<file path="config.mk">
export PLATFORM = sky130hd
export DESIGN_NAME = cache_refill_buffer_flat
export DESIGN_NICKNAME = d
export VERILOG_FILES = /design/src/rtl/cache_refill_buffer_if.sv /design/src/rtl/cache_refill_buffer.sv /design/src/flat_wrapper.sv
export SDC_FILE = /design/constraint.sdc
export NUM_CORES = 1
export LEC_CHECK = 0
export ABC_AREA = 1
export CORE_AREA = 2 2 228 230
export DETAILED_ROUTE_END_ITERATION = 8
export DIE_AREA = 0 0 230 232
export PLACE_DENSITY = 0.62
export SETUP_SLACK_MARGIN = 0.3
export SYNTH_ARGS = -nofsm -noshare
export SYNTH_HDL_FRONTEND = slang
export SYNTH_SLANG_ARGS = --single-unit
</file>
<file path="constraint.sdc">
create_clock -name clk -period 1.35 [get_ports clk]
set_clock_uncertainty 0.1 [all_clocks]
set_input_delay 0.27 -clock clk [delete_from_list [all_inputs] [get_ports clk]]
set_output_delay 0.27 -clock clk [all_outputs]
set_load 0.02 [all_outputs]
</file>
<file path="src/rtl/cache_refill_buffer_if.sv">
// cache_refill_buffer_if: connects the cache miss logic and the memory refill port to the refill buffer.
interface cache_refill_buffer_if #(
  parameter int ADDR_WIDTH = 64,
  parameter int DATA_WIDTH = 64,
  parameter int BANK_NUM   = 4
);
  localparam int BW = $clog2(BANK_NUM) - 1;
  logic                           miss_cache;
  logic [ADDR_WIDTH-1:0]          addr_miss;
  logic                           busy_rf;
  logic                           req_mem;
  logic [ADDR_WIDTH-1:0]          addr_mem;
  logic [BW-1:0]                  bank_index;
  logic [2*DATA_WIDTH-1:0]        data_mem;
  logic                           valid_mem;
  logic                           line_valid;
  logic [BANK_NUM*DATA_WIDTH-1:0] data_line;
  logic [ADDR_WIDTH-1:0]          addr_line;
  logic                           line_ack;
  modport slave (
    input  miss_cache, addr_miss, data_mem, valid_mem, line_ack,
    output busy_rf, req_mem, addr_mem, bank_index, line_valid, data_line, addr_line
  );
  modport master (
    output miss_cache, addr_miss, data_mem, valid_mem, line_ack,
    input  busy_rf, req_mem, addr_mem, bank_index, line_valid, data_line, addr_line
  );
endinterface

</file>
<file path="src/rtl/cache_refill_buffer.sv">
// cache_refill_buffer: captures a miss, fetches the line as double-bank beats and holds it until acked.
module cache_refill_buffer #(
  parameter int ADDR_WIDTH = 64,
  parameter int DATA_WIDTH = 64,
  parameter int BANK_NUM   = 4
) (
  input logic                  clk,
  input logic                  rstn,
  cache_refill_buffer_if.slave bus
);
  localparam int BEATS = BANK_NUM / 2;
  localparam int BW    = $clog2(BANK_NUM) - 1;
  localparam int OFF   = $clog2(BANK_NUM * DATA_WIDTH / 8);
  localparam int LW    = BANK_NUM * DATA_WIDTH;
  localparam int BTW   = 2 * DATA_WIDTH;
  typedef enum logic [1:0] {IDLE, FETCH, READY} state_t;
  state_t                state_q, state_d;
  logic [ADDR_WIDTH-1:0] addr_q, addr_d, addr_aligned;
  logic [BW-1:0]         beat_q, beat_d;
  logic [LW-1:0]         line_q, line_d;
  logic                  last_beat;
  assign addr_aligned = bus.addr_miss & ~{{(ADDR_WIDTH-OFF){1'b0}}, {OFF{1'b1}}};
  assign last_beat    = beat_q == BW'(BEATS - 1);
  always_comb begin
    state_d = state_q;
    addr_d  = addr_q;
    beat_d  = beat_q;
    line_d  = line_q;
    case (state_q)
      IDLE: if (bus.miss_cache) begin
        addr_d  = addr_aligned;
        beat_d  = '0;
        state_d = FETCH;
      end
      FETCH: if (bus.valid_mem) begin
        for (int i = 0; i < BEATS; i++)
          if (beat_q == BW'(i)) line_d[i*BTW +: BTW] = bus.data_mem;
        beat_d  = beat_q + 1'b1;
        state_d = last_beat ? READY : FETCH;
      end
      READY: if (bus.line_ack) begin
        addr_d  = bus.miss_cache ? addr_aligned : addr_q;
        beat_d  = '0;
        state_d = bus.miss_cache ? FETCH : IDLE;
      end
      default: state_d = IDLE;
    endcase
  end
  always_ff @(posedge clk or negedge rstn) begin
    if (!rstn) begin
      state_q <= IDLE;
      addr_q  <= '0;
      beat_q  <= '0;
      line_q  <= '0;
    end else begin
      state_q <= state_d;
      addr_q  <= addr_d;
      beat_q  <= beat_d;
      line_q  <= line_d;
    end
  end
  assign bus.busy_rf    = state_q != IDLE;
  assign bus.req_mem    = state_q == FETCH;
  assign bus.line_valid = state_q == READY;
  assign bus.bank_index = beat_q;
  assign bus.addr_mem   = addr_q;
  assign bus.addr_line  = addr_q;
  assign bus.data_line  = line_q;
endmodule

</file>
<file path="src/flat_wrapper.sv">
// flat-port wrapper written by rule: the top's interface ports become plain ports
module cache_refill_buffer_flat 
#(
  parameter int ADDR_WIDTH = 64,
  parameter int DATA_WIDTH = 64,
  parameter int BANK_NUM   = 4
)
  (clk, rstn, bus_miss_cache, bus_addr_miss, bus_data_mem, bus_valid_mem, bus_line_ack, bus_busy_rf, bus_req_mem, bus_addr_mem, bus_bank_index, bus_line_valid, bus_data_line, bus_addr_line);
  cache_refill_buffer_if #(.ADDR_WIDTH(ADDR_WIDTH), .DATA_WIDTH(DATA_WIDTH), .BANK_NUM(BANK_NUM)) bus_i ();
  input logic clk;
  input logic rstn;
  input wire logic [$bits(bus_i.miss_cache)-1:0] bus_miss_cache;
  input wire logic [$bits(bus_i.addr_miss)-1:0] bus_addr_miss;
  input wire logic [$bits(bus_i.data_mem)-1:0] bus_data_mem;
  input wire logic [$bits(bus_i.valid_mem)-1:0] bus_valid_mem;
  input wire logic [$bits(bus_i.line_ack)-1:0] bus_line_ack;
  output wire logic [$bits(bus_i.busy_rf)-1:0] bus_busy_rf;
  output wire logic [$bits(bus_i.req_mem)-1:0] bus_req_mem;
  output wire logic [$bits(bus_i.addr_mem)-1:0] bus_addr_mem;
  output wire logic [$bits(bus_i.bank_index)-1:0] bus_bank_index;
  output wire logic [$bits(bus_i.line_valid)-1:0] bus_line_valid;
  output wire logic [$bits(bus_i.data_line)-1:0] bus_data_line;
  output wire logic [$bits(bus_i.addr_line)-1:0] bus_addr_line;
  assign bus_i.miss_cache = bus_miss_cache;
  assign bus_i.addr_miss = bus_addr_miss;
  assign bus_i.data_mem = bus_data_mem;
  assign bus_i.valid_mem = bus_valid_mem;
  assign bus_i.line_ack = bus_line_ack;
  assign bus_busy_rf = bus_i.busy_rf;
  assign bus_req_mem = bus_i.req_mem;
  assign bus_addr_mem = bus_i.addr_mem;
  assign bus_bank_index = bus_i.bank_index;
  assign bus_line_valid = bus_i.line_valid;
  assign bus_data_line = bus_i.data_line;
  assign bus_addr_line = bus_i.addr_line;
  cache_refill_buffer #(.ADDR_WIDTH(ADDR_WIDTH), .DATA_WIDTH(DATA_WIDTH), .BANK_NUM(BANK_NUM)) u_core (.clk(clk), .rstn(rstn), .bus(bus_i));
endmodule
</file>
==> impl_results.md <==
* Count of yosys warnings during synthesis at 0
* Netlist Area Pre-Place at about 13000 um^2
* Cell-by-cell trace of the critical path: nor2_4 -> buf_6 -> nand3_4 -> buf_6 -> buf_12 -> buf_12 -> clkbuf_16 -> o21ai_2
* Final hold violations at 0
* Remaining antenna violation count after routing at 0
* Number of filler cells placed in the layout at 4355
* Utilization after layout at 0.495
* Total CTS buffers at 37
* Category of cells accounting for the largest share of critical-path delay: buffers and inverters
* Top post-synthesis cells by area: dfrtp_1 63%, nand2_1 11%, o21ai_1 8.2%
* Core region area at between 50000 and 60000 um^2
* CTS tree: built
* Share of flip-flops with an asynchronous set or reset at 1.00
* Drt first pass iters at 5
* Violations in the final reports: negative setup slack
* Antenna violations before repair at 3
* Wirelength per Cell at approximately 20 um
* Width of the chip at 230 um
* Count of port buffers added during placement at 569
* Worst skew pair latency at 0.53 ns
* Data required time of the critical path at 1.71 ns
* Share of the clock period used by the worst path after layout at 1.30
* Area of the die at 53400 um^2
* Status: complete, but fails checks
* Total wirelength of the detailed-routed design at about 53000 um
* Syn-to-layout area delta at 99.6%
* Initial detailed-routing violation count at 559
* Sink Count at 318
* Setup Total Neg Slack at -141.04 ns
* Unrepaired setup endpoints after global routing: true
* Cell with the most instances after synthesis: nand2_1
* Initial cell density of the core at 0.248
* Library cell occupying the most area in the post-synthesis netlist: dfrtp_1
* Clock-pin transition on the worst setup and hold timing paths at approximately 0.06 ns
* Reported leakage power at 12.4 nW
* Netlist cell types at 21
* Vias at 12130
* Endpoint kind of the worst setup timing path: flip-flop
* Kind of launch point of the worst setup path: flip-flop
* Overall global routing resource usage at 0.176
* Global placement routability congestion at 0.867
* Sum of overflow across all layers after global routing at 0
* Clock Tree Root: clkbuf_16
* Cell Rows at slightly above 80
* Fraction of layout instances using a drive strength above 1 at 0.538
* Vias per Instance at 4.45
* Number of pins with negative max-slew slack in the final report at 0
* Maximum root-to-sink buffer count at 3
* Achievable frequency at 571 MHz
* Worst voltage drop across the vdd grid at about 1.2 mV
* Worst rel slew slack at 0.666
* Power per cell area at around 2600 nW/um^2
* Post-place instance area at 19100 um^2
* Via count of the first global-routing pass at 12289
* I/O pin cnt at between 500 and 600
* Count of max-cap constraint violations at 0
* Crit path max-delay cell type: dfrtp_2
* Area share of the leading cell type in the synthesized netlist at 0.630
* Cell count after synthesis at 1303
* Worst setup slack after layout at -0.402 ns
* Finished Cell Area at 25200 um^2
* Worst setup timing slack at the placement stage at -0.447 ns
* List of most frequent post-synthesis cells: 383 x nand2_1, 318 x dfrtp_1, 207 x o21ai_1
* Worst stage delay on the critical path at 0.44 ns
* Wire length of the first global-routing pass at 72900 um
* Final routed DRC violation total at 0
* Crit path DAT at 2.12 ns
* Maximum fanout count along the critical path at 7
* Most used flip-flop cell after synthesis: dfrtp_1
* Transition at the pin with the smallest max-transition slack at 0.501 ns
* Crit Path Class: flip-flop to flip-flop
* Class of the tightest hold or removal check: input pin to async pin
* Net count of the finished layout at 2215
* Count of flip-flops with a built-in enable after synthesis at 0
* Flops & latches, synth at 318
* Dpl hpwl at 31300 um
* Sequential fraction of the synthesis area at 0.630
* Pin count of the biggest net entering global routing at 52
* Fin crit period at 1.75 ns
* Syn_area_per_cell at 9.69 um^2
* Die Height at 232 um
* Number of levels the H-tree was split into at 2
* Crit path buf inv count at 5
* Final Setup Violations at 696
-- routing by layer --
metal	track usage	vias to the layer above	part of all wire
met3	0.0414	129	0.058
met2	0.328	513	0.53
met4	0.0603	2	0.040
li1	-	5498	-
met5	0	-	0.00030
met1	0.196	5988	0.37
-- path summary, 6_finish.rpt --
path,startpoint,end,slack (ns),cells past startpoint
setup / recovery,u_core.state_q[1]$_DFFE_PN0P_,u_core.bus.data_line[137]$_DFFE_PN0P_,-0.40,8
hold / removal,rstn,u_core.bus.data_line[78]$_DFFE_PN0P_,0.17,2
setup reg to reg,u_core.state_q[1]$_DFFE_PN0P_,u_core.bus.data_line[137]$_DFFE_PN0P_,-0.40,8
hold reg to reg,u_core.bus.data_line[125]$_DFFE_PN0P_,u_core.bus.data_line[125]$_DFFE_PN0P_,0.41,2
max in group asynchronous,rstn,u_core.bus.addr_line[61]$_DFFE_PN0P_,0.42,3
min in group clk,bus_addr_miss[63],u_core.bus.addr_line[63]$_DFFE_PN0P_,0.19,3
-- stage by stage --
step	hold WS, ns	instances	power [mW]
final	0.174	2728	65.3
after global routing	0.173	2727	68.2
after CTS	0.154	2695	60.1
after detailed placement	0.145	2505	43.4
after global placement	0.145	2505	43.0
after floorplan	-0.126	1312	29.9
-- timing repair --
action	in CTS	in global routing
hold buffers	1	0
pin swaps	6	40
gates resized for setup	2337	482
endpoints found under the setup margin	696	696
buffers inserted	89	7
hold endpoints to repair	318	0
gates cloned	33	24
-- where the power goes --
group / leakage, nW / switching, mW / total (mW) / internal [mW]
clock: 0.615 / 3.97 / 10.2 / 6.28
sequential: 3.97 / 4.87 / 18.8 / 14.0
combinational: 7.79 / 17.6 / 36.2 / 18.6
-- cell families after synthesis --
kind of cell,count (synthesis),synth area share
DFF,318,0.630
other,1,0.000297
and+or+nand+nor,451,0.142
buffers and inverters,275,0.122
AOI/OAI and AO/OA,258,0.105
-- layout by cell type, fill, tap and decap left out, types with 3 or more instances in the layout --
| master | n |
|---|---|
| buf_6 | 348 |
| dfrtp_1 | 311 |
| clkdlybuf4s50_1 | 190 |
| nand2_1 | 160 |
| o21ai_2 | 145 |
| inv_1 | 129 |
| nand2_4 | 123 |
| buf_4 | 115 |
| o21ai_1 | 107 |
| nand2_2 | 100 |
| clkbuf_16 | 59 |
| buf_2 | 43 |
| buf_16 | 39 |
| buf_12 | 38 |
| nand3_2 | 35 |
| nand3_1 | 23 |
| buf_8 | 15 |
| clkbuf_8 | 11 |
| conb_1 | 10 |
| clkbuf_1 | 9 |
| dfrtp_2 | 7 |
| nand3_4 | 4 |
| o21ai_0 | 4 |
| clkinv_2 | 3 |
-- sequential cells by signal, indices dropped and copies added, names as in the netlist --
| name | count |
|---|---|
| u_core.state_q | 2 |
| u_core.bus.addr_line | 59 |
| u_core.bus.bank_index | 1 |
| u_core.bus.data_line | 256 |
-- area by class of cell --
class	count	area [um^2]	share of cell area
inverter	132	500	0.0199
timing repair buffer	810	9500	0.377
antenna	2	5.00	0.000199
tap	680	851	0.0338
clock inverter	8	98.8	0.00392
sequential	318	7970	0.316
clock buffer	59	1160	0.0461
multi-input combinational	719	5120	0.203
Power figures use the tool's default switching activity.
